==> src/rtl/sqrt_sched_pkg.sv <==
// Shared types and helpers for the square-root scheduler.
// Round-robin pick over up to eight requesters.
package sqrt_sched_pkg;

  typedef enum logic [1:0] {
    IDLE,
    ITER,
    RESP
  } state_t;

  localparam int WORD_LENGTH_DEF = 16;
  localparam int ROOT_W = WORD_LENGTH_DEF / 2;
  localparam int REM_W = ROOT_W + 2;
  localparam int MAX_REQ = 8;

  // Unused upper valid bits are zero, so a mod-8 scan
  // visits live requesters in mod-NUM_REQ order.
  function automatic logic [2:0] rr_pick(
    input logic [MAX_REQ-1:0] valid,
    input logic [2:0] ptr
  );
    logic [2:0] idx;
    logic [2:0] pick;
    pick = ptr;
    for (int i = MAX_REQ - 1; i >= 0; i--) begin
      idx = ptr + 3'(i);
      if (valid[idx]) pick = idx;
    end
    return pick;
  endfunction

endpackage

==> src/rtl/sqrt_iter_core.sv <==
// Restoring digit-by-digit square root, one result bit per cycle.
// Exposes the step outputs so the last step can be captured directly.
module sqrt_iter_core
  import sqrt_sched_pkg::*;
#(
  parameter int WORD_LENGTH = 16,
  localparam int RW = WORD_LENGTH / 2,
  localparam int XW = RW + 2,
  localparam int CW = $clog2(RW + 1)
) (
  input  logic                   clk,
  input  logic                   reset,
  input  logic                   start,
  input  logic [WORD_LENGTH-1:0] operand,
  output logic                   done,
  output logic [RW-1:0]          root,
  output logic [XW-1:0]          rem
);

  logic [WORD_LENGTH-1:0] op_q;
  logic [RW-1:0]          root_q;
  logic [RW-1:0]          root_d;
  logic [XW-1:0]          rem_q;
  logic [XW-1:0]          rem_d;
  logic [XW-1:0]          trial;
  logic [XW-1:0]          sub;
  logic [CW-1:0]          cnt_q;
  logic                   ge;

  // One step: bring down two bits, try rem - (4*root + 1).
  always_comb begin
    trial = XW'({rem_q, op_q[WORD_LENGTH-1 -: 2]});
    sub = {root_q, 2'b01};
    ge = trial >= sub;
    rem_d = ge ? trial - sub : trial;
    root_d = {root_q[RW-2:0], ge};
    done = cnt_q == CW'(1);
    root = root_d;
    rem = rem_d;
  end

  // Operand shift register, partial root, remainder, step count.
  always_ff @(posedge clk or negedge reset) begin
    if (!reset) begin
      op_q <= '0;
      root_q <= '0;
      rem_q <= '0;
      cnt_q <= '0;
    end else if (start) begin
      op_q <= operand;
      root_q <= '0;
      rem_q <= '0;
      cnt_q <= CW'(RW);
    end else if (cnt_q != '0) begin
      op_q <= {op_q[WORD_LENGTH-3:0], 2'b00};
      root_q <= root_d;
      rem_q <= rem_d;
      cnt_q <= cnt_q - CW'(1);
    end
  end

endmodule

==> src/rtl/sqrt_scheduler.sv <==
// Round-robin front end sharing one iterative sqrt core.
// Owns arbitration, sequencing and the response registers.
module sqrt_scheduler
  import sqrt_sched_pkg::*;
#(
  parameter int WORD_LENGTH = WORD_LENGTH_DEF,
  parameter int NUM_REQ = 4,
  parameter int ID_W = (NUM_REQ > 1) ? $clog2(NUM_REQ) : 1
) (
  input  logic                           clk,
  input  logic                           reset,
  input  logic [NUM_REQ-1:0]             req_valid,
  input  logic [NUM_REQ*WORD_LENGTH-1:0] req_data,
  output logic [NUM_REQ-1:0]             req_ready,
  output logic                           rsp_valid,
  input  logic                           rsp_ready,
  output logic [ID_W-1:0]                rsp_id,
  output logic [WORD_LENGTH-1:0]         result,
  output logic [WORD_LENGTH-1:0]         residue,
  output logic                           busy
);

  localparam int RW = WORD_LENGTH / 2;
  localparam int XW = RW + 2;
  localparam int CW = $clog2(RW + 1);

  state_t                 state_q;
  logic [ID_W-1:0]        rr_ptr_q;
  logic [ID_W-1:0]        id_q;
  logic [ID_W-1:0]        rr_next;
  logic [CW-1:0]          iter_cnt_q;
  logic [WORD_LENGTH-1:0] result_q;
  logic [WORD_LENGTH-1:0] residue_q;
  logic [WORD_LENGTH-1:0] operand;
  logic [2:0]             pick;
  logic                   start;
  logic                   core_done;
  logic [RW-1:0]          core_root;
  logic [XW-1:0]          core_rem;

  // Grant only in IDLE and never while reset is held.
  always_comb begin
    pick = rr_pick(MAX_REQ'(req_valid), 3'(rr_ptr_q));
    start = (state_q == IDLE) && reset && (|req_valid);
    req_ready = '0;
    operand = '0;
    for (int i = 0; i < NUM_REQ; i++) begin
      if (pick == 3'(i)) begin
        operand = req_data[i*WORD_LENGTH +: WORD_LENGTH];
        req_ready[i] = start;
      end
    end
    if (id_q == ID_W'(NUM_REQ - 1)) rr_next = '0;
    else rr_next = id_q + ID_W'(1);
  end

  sqrt_iter_core #(
    .WORD_LENGTH(WORD_LENGTH)
  ) u_core (
    .clk    (clk),
    .reset  (reset),
    .start  (start),
    .operand(operand),
    .done   (core_done),
    .root   (core_root),
    .rem    (core_rem)
  );

  // Control FSM with pointer, iteration count and response capture.
  always_ff @(posedge clk or negedge reset) begin
    if (!reset) begin
      state_q <= IDLE;
      rr_ptr_q <= '0;
      id_q <= '0;
      iter_cnt_q <= '0;
      result_q <= '0;
      residue_q <= '0;
    end else begin
      unique case (state_q)
        IDLE: begin
          if (start) begin
            id_q <= ID_W'(pick);
            iter_cnt_q <= CW'(RW);
            state_q <= ITER;
          end
        end
        ITER: begin
          iter_cnt_q <= iter_cnt_q - CW'(1);
          if (iter_cnt_q == CW'(1)) state_q <= RESP;
          if (core_done) begin
            result_q <= WORD_LENGTH'(core_root);
            residue_q <= WORD_LENGTH'(core_rem);
          end
        end
        RESP: begin
          if (rsp_ready) begin
            state_q <= IDLE;
            rr_ptr_q <= rr_next;
          end
        end
        default: state_q <= IDLE;
      endcase
    end
  end

  assign rsp_valid = state_q == RESP;
  assign busy = state_q != IDLE;
  assign rsp_id = id_q;
  assign result = result_q;
  assign residue = residue_q;

endmodule

==> config.mk <==
export PLATFORM = sky130hd
export DESIGN_NAME = sqrt_scheduler
export DESIGN_NICKNAME = d
export VERILOG_FILES = /design/src/rtl/sqrt_sched_pkg.sv /design/src/rtl/sqrt_iter_core.sv /design/src/rtl/sqrt_scheduler.sv
export SDC_FILE = /design/constraint.sdc
export NUM_CORES = 1
export LEC_CHECK = 0
export CORE_ASPECT_RATIO = 1.4
export CORE_UTILIZATION = 65
export CTS_CLUSTER_SIZE = 14
export DETAILED_ROUTE_END_ITERATION = 8
export DONT_BUFFER_PORTS = 1
export PLACE_DENSITY = 0.81
export SYNTH_ARGS = -nofsm -noshare
export SYNTH_HDL_FRONTEND = slang
export SYNTH_SLANG_ARGS = --single-unit
==> constraint.sdc <==
create_clock -name clk -period 7.1 [get_ports clk]
set_input_delay 0.71 -clock clk [delete_from_list [all_inputs] [get_ports clk]]
set_output_delay 0.71 -clock clk [all_outputs]
set_load 0.01 [all_outputs]
==> flow_summary.toml <==
[run_status]
run_status = "completed"

[power_and_ir_drop]
power.density_nw_per_um2 = 583
total_leakage_power_uw = 0.00207
ir_worst_vdd_uv = 596

[synthesis]
yosys_warnings = 0
ys_seq_elements = 64
cells_after_synthesis = 505
synth_seq_area_share_pct = 36.5
synth_top_cell_area_share_pct = 36.5
synth_largest_area_cell = "sky130_fd_sc_hd__dfrtp_1"
synth.top_cells.by_count = "73 x sky130_fd_sc_hd__nand2_1, 64 x sky130_fd_sc_hd__dfrtp_1, 35 x sky130_fd_sc_hd__o21ai_0"
netlist_area_um2 = 4390
area_contributors_post_synth = "sky130_fd_sc_hd__dfrtp_1 36%, sky130_fd_sc_hd__mux2i_1 7.3%, sky130_fd_sc_hd__nand2_1 6.2%"
synth_enable_flop_cells = 0
syn_avg_cell_area_um2 = 8.70
yosys.cell_count.top_type = "sky130_fd_sc_hd__nand2_1"
primary_ff_master_synth = "sky130_fd_sc_hd__dfrtp_1"
synthDistinctLibCells = 53
synth_async_sr_flop_share_pct = 100

[place]
finalWeightedCongestion = 0.898
placed_cells_incl_taps = 551
dp_hpwl_um = 6660
place.port_buffers = 0
postPlaceCellArea_um2 = 4350
place_ws_ns = 3.21

[final_layout]
multi_input_area_um2 = 2530
antenna-diode-count = 0
drive_above_1_share_pct = 8.72
layout.area.seq_um2 = 1600
finalInstanceArea_um2 = 4560
synthToLayoutAreaGrowth_pct = 3.70
finish.cell_count_without_fillers = 567
final.fill_count = 533
num-nets-final = 577

[clocking]
cts.path.max_buffers = 2
cts-resized-gates = 0
tritoncts_num_sinks = 64
total_clock_buffers_created_by_cts = 9
htreeDepth = 3
worstSkewPairLatency_ns = 0.35
tritoncts = "done"
cts-root-buf = "sky130_fd_sc_hd__clkbuf_8"
clk_pin_slew_worst_paths_ns = 0.08
cts_hold_buffers = 0
post_cts.repair.setup_buffers = 0

[worst_setup_path]
path_cells = "inv_1 -> ha_1 -> mux4_2 -> nor2_1 -> o31ai_1 -> a221oi_4 -> buf_4 -> inv_1 -> nor2_1"
critical_path_class = "flop to output pin"
worst_setup_path_end_kind = "output pin"
crit_path_max_incr_delay_ns = 0.84
path_delay_family = "flip-flops"
critical_path.max_fanout = 36
setup.worst_path.start_class = "flop"
cp.required_ns = 6.39
critical_path_s_slowest_cell = "sky130_fd_sc_hd__dfrtp_1"
critPathBufInv = 3
worst_ep_arrival_time_ns = 3.59

[sta]
grt_setup_unrepaired = "no"
post-route-worst-setup-slack_ns = 2.80
period_minus_slack_ns = 4.30
max_clock_freq_ghz = 0.233
setup_viol = 0
setup-tns-final_ns = 0
holdWs_ns = 0.0492
finalClockSkew_ns = 0.0126
final-max-slew-violation-count = 0
hold_violations = 0
final.period_utilization_pct = 60.5
worstMarginPinSlew_ns = 1.11
tightest_slew_margin_relative_to_the_limit_pct = 26.0

[global_route]
grt_pass1_wl_um = 15600
grt.total_usage_pct = 28.0
global_route.overflow_total = 0
use_met1_pct = 33.6
maximum_number_of_pins_on_one_net_before_global_route_repair = 67
initial_antenna_violation_count = 0
gr-max-usage-layer = "met2"
grtUsageMet2_pct = 49.5
grt.met3_usage_pct = 5.07
first_global_vias = 3396

[die]
die_area_um2 = 7100
dieWidth_um = 71.5
core_area_um2 = 6570
die_y_um = 99.3
core.rowCount = 35
io_pins = 111
start_util_pct = 66.9

[drt]
drt_iter0_markers = 188
routed_wire_length_per_instance_um = 16.8
post-route-drc-count = 0
post_dr_vias_cell = 6.32
routed_wl_um = 9520
drt_pre_antenna_iters = 5
routed-via-count = 3582
drtAntennaViolNets = 0

[flow_run]
max-cap-violations = 0

[min_path]
hold_path.class = "primary input to asynchronous set/reset pin"
## registers in the layout, summed over array words and instances, names as in the netlist
| register | flops |
|---|---|
| iter_cnt_q | 4 |
| u_core.root_q | 8 |
| state_q | 2 |
| u_core.cnt_q | 4 |
| rsp_id | 2 |
| rr_ptr_q | 2 |
| u_core.op_q | 16 |
| result | 8 |
| u_core.rem_q | 8 |
| residue | 10 |
## kinds of logic after synthesis
kind of cell,count (synthesis),synth area share (%)
simple gates,174,18.6
compound gates,122,18.3
buf+inv,67,7.46
flops,64,36.5
other cells,1,0.0854
fa+ha+maj,18,5.13
mux,47,11.6
xor+xnor,12,2.39
## cell type report
class	count	area share [%]
Tap cell	74	2.03
Inverter	20	1.65
Timing Repair Buffer	6	0.989
Clock inverter	5	1.21
Sequential cell	64	35.2
Clock buffer	11	3.32
Multi-Input combinational cell	387	55.6
## where the power goes
| group | leakage (uW) | internal, uW | switching (uW) |
|---|---|---|---|
| registers | 0.000801 | 542 | 174 |
| logic | 0.00117 | 707 | 912 |
| clock network | 0.000101 | 180 | 143 |
| total | 0.00207 | 1430 | 1230 |
## cell usage in the layout (no fill, tap or decap), drive strengths merged, types with 9 or more instances in the layout
cell	Yosys	routed
o21ai	35	35
a211oi	9	9
nand2	73	73
nor2	27	27
mux2i	32	32
clkbuf	24	11
xnor2	10	10
inv	20	20
a211o	10	10
conb	1	14
nand3	19	19
dfrtp	64	64
nand4	20	20
a21oi	32	32
ha	18	18
mux2	14	14
## worst paths after layout
kind | start | end | slack [ns] | depth (start not counted)
max | rr_ptr_q[0] | req_ready[1] | 2.80 | 9
min | reset | residue[7] | 0.05 | 0
max reg2reg | rr_ptr_q[0] | u_core.op_q[1] | 3.25 | 8
min reg2reg | u_core.op_q[1] | u_core.op_q[1] | 0.53 | 1
max in group asynchronous | reset | iter_cnt_q[1] | 6.93 | 0
min in group clk | u_core.op_q[1] | u_core.op_q[1] | 0.53 | 1
## routing by layer
layer / share of wire, % / routed length (um)
met5: 0 / 0
met1: 41 / 3930
met3: 5.0 / 478
met4: 2.5 / 234
met2: 51 / 4870
## per-stage QoR
step | total power [uW] | util [%]
floorplan | 2050 | -
global placement | 2250 | 66.2
detailed placement | 2310 | 66.2
CTS | 2650 | 69.4
global route | 2870 | 69.4
finish | 2660 | 69.4
Power figures use the tool's default switching activity.
